===== src/rtl/frame_tile_scheduler.sv =====
// ============================================================================
// Module      : frame_tile_scheduler
// Description : Walks a frame in raster order of clipped tiles, launching one
//               tile decode at a time with a per-tile completion timeout.
// Revision    : 1.0 - initial release
// ============================================================================
`default_nettype none

module frame_tile_scheduler #(
    parameter int TILE_W         = 64,
    parameter int TILE_H         = 64,
    parameter int TIMEOUT_CYCLES = 1024
) (
    input  logic        clk,
    input  logic        rst_n,
    input  logic        frame_start,
    input  logic [15:0] frame_width,
    input  logic [15:0] frame_height,
    output logic        tile_start,
    output logic [15:0] tile_x,
    output logic [15:0] tile_y,
    output logic [15:0] tile_w,
    output logic [15:0] tile_h,
    input  logic        tile_done,
    output logic        busy,
    output logic        frame_done,
    output logic        error,
    output logic [15:0] tile_count
);

    localparam int               TMR_W    = (TIMEOUT_CYCLES > 1) ? $clog2(TIMEOUT_CYCLES) : 1;
    localparam logic [TMR_W-1:0] TMR_LAST = TMR_W'(TIMEOUT_CYCLES - 1);
    localparam logic [16:0]      STEP_X   = 17'(TILE_W);
    localparam logic [16:0]      STEP_Y   = 17'(TILE_H);

    localparam logic [2:0] S_IDLE    = 3'd0;
    localparam logic [2:0] S_LAUNCH  = 3'd1;
    localparam logic [2:0] S_WAIT    = 3'd2;
    localparam logic [2:0] S_ADVANCE = 3'd3;
    localparam logic [2:0] S_DONE    = 3'd4;
    localparam logic [2:0] S_ERR     = 3'd5;

    logic [2:0]       state_q, state_d;
    logic [15:0]      width_q, width_d;
    logic [15:0]      height_q, height_d;
    logic [TMR_W-1:0] timer_q, timer_d;
    logic [15:0]      tile_x_q, tile_x_d;
    logic [15:0]      tile_y_q, tile_y_d;
    logic [15:0]      tile_w_q, tile_w_d;
    logic [15:0]      tile_h_q, tile_h_d;
    logic [15:0]      tile_count_q, tile_count_d;
    logic             tile_start_q, tile_start_d;
    logic             busy_q, busy_d;
    logic             frame_done_q, frame_done_d;
    logic             error_q, error_d;

    logic             w_dims_ok;
    logic             w_accept;
    logic             w_x_more;
    logic             w_y_more;
    logic [15:0]      w_rem_x;
    logic [15:0]      w_rem_y;

    assign w_dims_ok = (frame_width != 16'd0) && (frame_height != 16'd0);
    assign w_accept  = (state_q == S_IDLE) && frame_start && w_dims_ok;
    // 17-bit sums so a tile ending at the 16-bit limit cannot wrap to "more"
    assign w_x_more  = ({1'b0, tile_x_q} + STEP_X) < {1'b0, width_q};
    assign w_y_more  = ({1'b0, tile_y_q} + STEP_Y) < {1'b0, height_q};

    always_ff @(posedge clk or posedge rst_n) begin
        if (rst_n) begin
            state_q      <= S_IDLE;
            width_q      <= '0;
            height_q     <= '0;
            timer_q      <= '0;
            tile_x_q     <= '0;
            tile_y_q     <= '0;
            tile_w_q     <= '0;
            tile_h_q     <= '0;
            tile_count_q <= '0;
            tile_start_q <= 1'b0;
            busy_q       <= 1'b0;
            frame_done_q <= 1'b0;
            error_q      <= 1'b0;
        end else begin
            state_q      <= state_d;
            width_q      <= width_d;
            height_q     <= height_d;
            timer_q      <= timer_d;
            tile_x_q     <= tile_x_d;
            tile_y_q     <= tile_y_d;
            tile_w_q     <= tile_w_d;
            tile_h_q     <= tile_h_d;
            tile_count_q <= tile_count_d;
            tile_start_q <= tile_start_d;
            busy_q       <= busy_d;
            frame_done_q <= frame_done_d;
            error_q      <= error_d;
        end
    end

    always_comb begin
        state_d = state_q;
        case (state_q)
            S_IDLE: begin
                if (frame_start) begin
                    state_d = w_dims_ok ? S_LAUNCH : S_ERR;
                end
            end
            S_LAUNCH: state_d = S_WAIT;
            S_WAIT: begin
                if (tile_done) begin
                    state_d = S_ADVANCE;
                end else if (timer_q == TMR_LAST) begin
                    state_d = S_ERR;
                end
            end
            S_ADVANCE: state_d = (w_x_more || w_y_more) ? S_LAUNCH : S_DONE;
            S_DONE:    state_d = S_IDLE;
            S_ERR:     state_d = S_IDLE;
            default:   state_d = S_IDLE;
        endcase
    end

    // Outputs are decoded from the next state so they line up with it.
    always_comb begin
        width_d      = w_accept ? frame_width  : width_q;
        height_d     = w_accept ? frame_height : height_q;
        tile_x_d     = tile_x_q;
        tile_y_d     = tile_y_q;
        tile_count_d = tile_count_q;
        error_d      = error_q;

        if (w_accept) begin
            tile_x_d     = '0;
            tile_y_d     = '0;
            tile_count_d = '0;
        end else if (state_q == S_ADVANCE) begin
            if (w_x_more) begin
                tile_x_d = tile_x_q + STEP_X[15:0];
            end else if (w_y_more) begin
                tile_x_d = '0;
                tile_y_d = tile_y_q + STEP_Y[15:0];
            end
        end else if ((state_q == S_WAIT) && tile_done) begin
            tile_count_d = tile_count_q + 16'd1;
        end

        w_rem_x  = width_d - tile_x_d;
        w_rem_y  = height_d - tile_y_d;
        tile_w_d = ({1'b0, w_rem_x} > STEP_X) ? STEP_X[15:0] : w_rem_x;
        tile_h_d = ({1'b0, w_rem_y} > STEP_Y) ? STEP_Y[15:0] : w_rem_y;

        timer_d = ((state_q == S_WAIT) && (state_d == S_WAIT)) ? timer_q + 1'b1 : '0;

        if (w_accept) begin
            error_d = 1'b0;
        end else if (state_d == S_ERR) begin
            error_d = 1'b1;
        end

        tile_start_d = (state_d == S_LAUNCH);
        busy_d       = (state_d == S_LAUNCH) || (state_d == S_WAIT) || (state_d == S_ADVANCE);
        frame_done_d = (state_d == S_DONE);
    end

    assign tile_start = tile_start_q;
    assign tile_x     = tile_x_q;
    assign tile_y     = tile_y_q;
    assign tile_w     = tile_w_q;
    assign tile_h     = tile_h_q;
    assign busy       = busy_q;
    assign frame_done = frame_done_q;
    assign error      = error_q;
    assign tile_count = tile_count_q;

endmodule

`default_nettype wire


===== config.mk =====
export PLATFORM = sky130hd
export DESIGN_NAME = frame_tile_scheduler
export DESIGN_NICKNAME = d
export VERILOG_FILES = /design/src/rtl/frame_tile_scheduler.sv
export SDC_FILE = /design/constraint.sdc
export NUM_CORES = 1
export LEC_CHECK = 0
export ABC_AREA = 0
export CAP_MARGIN = 20
export CORE_ASPECT_RATIO = 2
export CORE_MARGIN = 5
export CORE_UTILIZATION = 55
export DETAILED_ROUTE_END_ITERATION = 10
export GPL_ROUTABILITY_DRIVEN = 0
export PLACE_DENSITY = 0.81
export SYNTH_ARGS = -nofsm -noshare
export SYNTH_HDL_FRONTEND = slang
export SYNTH_SLANG_ARGS = --single-unit
export TNS_END_PERCENT = 20

===== constraint.sdc =====
create_clock -name clk -period 11.6 [get_ports clk]
set_clock_uncertainty 0.1 [all_clocks]
set_input_delay 2.32 -clock clk [delete_from_list [all_inputs] [get_ports clk]]
set_output_delay 2.32 -clock clk [all_outputs]
set_load 0.005 [all_outputs]

==> reports/metrics.cfg <==
[run_status]
status = finished clean

[floorplan]
initial_utilization_pct = 55.9
die_area_sq_mm = 0.0172
die_h_um = 181
coreArea_sq_mm = 0.0144
die_w_um = 95.4
rows = 62
io_pins = 120

[clock_tree]
clockRootBuffer = clkbuf_16
cts_resized = 0
cts_tree = done
ctsHoldBuffers = 0
clkLatencyLatePin_ns = 0.42
clock_sink_count = 129
cts_buffer_depth = 2
post_cts_buffers = 0
numCtsBuffers = 17
clkTransAtPathRegs_ns = 0.06
cts_max_level = 4

[final_layout]
utilization_pct = 69.9
multi_input_area_sq_mm = 0.00450
fillers = 1139
fin_nets = 1084
antennaDiodeCount = 0
seqCellArea_sq_mm = 0.00323
syn_to_final_growth_pct = 25.1
drive_above_1_share_pct = 7.74
final_area_sq_mm = 0.0100

[placement]
dp_hpwl_um = 16400
placed_cell_area_sq_mm = 0.00942
io_buffers = 119
pre_cts_slack_ns = 3.87

[yosys]
yosysWarnings = 0
synth_cell_types = 84
synth_ff_type = dfrtp_1
syn_area_per_cell_sq_um = 9.43
synthArstFlopShare_pct = 100
ys_top_cells_by_count = dfrtp_1 (129), nand2_1 (100), inv_1 (65)
synthCells = 850
synthesis.area_sq_mm = 0.00802
ys_ff_latch = 129
synth_top_area_share_pct = 40.3
yosysSeqAreaShare_pct = 40.3
synth_top_cells_by_area = dfrtp_1 (40%), ha_1 (10%), nand2_1 (4.7%)
synth_edf_count = 0
post-synth-top-count-cell = dfrtp_1
yosysTopAreaCell = dfrtp_1

[timing]
finalSetupTns_ns = 0
hold_viol = 0
tightest_slew_ns = 0.990
slew_viol_final = 0
finalWorstSetupSlack_ns = 4.27
slew_headroom_pct = 34.0
max_freq_ghz = 0.136
finalCritPeriodShare_pct = 63.2
rsz0062_at_grt = false
setup_viol = 0
min_period_ns = 7.33

[run]
maxCapViolations = 0

[setup_path]
timing.rr.start = tile_x[8]
rrSetupSlack_ns = 5.05
path_buf_inv = 3
path_delay_family = simple AND/OR/NAND/NOR gates
critPathSlowestCell = nor4_1
crit_type = input port to flip-flop
worstPathArrival_ns = 7.52
end_kind = flip-flop
reg2reg_depth = 22
r2r_end = tile_w[6]
cp_slowest_stage_delay_ns = 0.81
cp_cell_sequence = clkdlybuf4s50_1 -> nor4_1 -> nand4_1 -> nand2_1 -> nor2_8 -> buf_4 -> mux2i_1 -> ha_1 -> inv_1 -> fa_1 -> a21o_1 -> a21oi_1 -> nor2b_1 -> a221o_1 -> mux2i_1 -> nor4_1 -> nand3_1 -> or3_1
worstPathRequired_ns = 11.79
cp_max_fo = 57
crit_path_start_kind = input port

[power]
max-vdd-ir-drop_uv = 135
p_comb_share_pct = 55.1
p_clk_share_pct = 22.2
p_sw_mw = 1.09
p_leak_nw = 4.56
pwr-share-seq_pct = 22.8
switching_share_pct = 43.1
power.density_cell_area_mw_per_mm2 = 251
p_int_mw = 1.44

[drt]
ant_nets = 0
wire_per_inst_um = 18.1
firstDrtPassIters = 5
drtIter0Drc = 328
vias = 6847
drc_errors = 0
vias_per_cell = 5.77
finalWirelength_um = 21500

[worst_hold_path]
hold_start = timer_q[0]
min_to = timer_q[0]
whs_path_depth = 1
hp-class = flip-flop to flip-flop

[grt]
grt_pass1_vias = 7326
grt_usage_pct = 26.3
grt_pass1_wl_um = 35300
grt_max_degree = 78
antenna_found_initial = 0
gr-total-overflow = 0

[through the flow]
step,instances,hold WS (ns),power [mW]
floorplan,867,0.355,1.61
global placement,1155,0.367,1.91
detailed placement,1155,0.384,1.94
CTS,1187,0.392,2.52
global route,1187,0.415,2.70
finish,1187,0.387,2.52
[registers in the layout, summed over array words and instances, names as in the netlist]
signal      flops
tile_x         16
state_q         3
tile_y         16
error           1
height_q       16
tile_h         16
tile_start      1
width_q        16
busy            1
timer_q        10
tile_w         16
tile_count     16
frame_done      1
[power groups by stage]
stage	clock network [mW]	registers, mW	logic, mW
6_report	0.559	0.575	1.39
5_1_grt	0.593	0.585	1.53
4_1_cts	0.569	0.575	1.37
3_5_place_dp	0	0.583	1.35
3_3_place_gp	0	0.581	1.33
2_1_floorplan	0	0.574	1.03
[worst max path at each step]
stage / start / end / slack, ns / cells past startpoint
2_1_floorplan: frame_start / tile_w[6] / 5.45 / 14
3_3_place_gp: frame_height[3] / tile_w[6] / 4.01 / 18
3_5_place_dp: frame_height[3] / tile_w[6] / 3.87 / 18
4_1_cts: frame_height[3] / tile_w[6] / 4.27 / 18
5_1_grt: frame_height[0] / tile_w[6] / 3.91 / 18
6_report: frame_height[0] / tile_w[6] / 4.27 / 18
[layer usage]
layer  share of wire [%]  GRT usage (%)  wire length, um  vias up
li1                    -              -                -     3222
met1                  33           25.3             7130     3303
met2                  55           48.2            11800      234
met3                 4.8           5.00             1020       88
met4                 7.0           18.0             1510        0
met5                   0              0                0        -
[cell families (layout without fill, tap and decap cells)]
kind of cell | after synthesis | count (layout) | synth area share, %
other | 1 | 18 | 0.0468
XOR/XNOR | 60 | 60 | 6.84
multiplexers | 16 | 16 | 2.11
flip-flops | 129 | 129 | 40.3
AO/OA/AOI/OAI | 180 | 180 | 16.1
AND/OR/NAND/NOR | 308 | 308 | 19.7
adder cells (fa/ha/maj) | 66 | 66 | 10.5
buffers and inverters | 90 | 218 | 4.45
[cell type report]
type	instances	share of cell area (%)
clock inverter	13	1.72
multi-input combinational	648	44.8
timing repair buffer	121	12.0
inverter	65	2.46
sequential	129	32.2
clock buffer	19	4.41
tap	192	2.39
[placed cells by master (no fill, tap or decap), drive strengths merged, types with 19 or more instances in the layout]
master	netlist	layout
o21ai	55	55
xor2	35	35
clkdlybuf4s50	0	119
nand2	101	101
xnor2	24	24
dfrtp	129	129
nor2	63	63
clkbuf	17	19
a21oi	41	41
ha	64	64
inv	65	72
No activity file was read; power rests on OpenSTA's default activity.
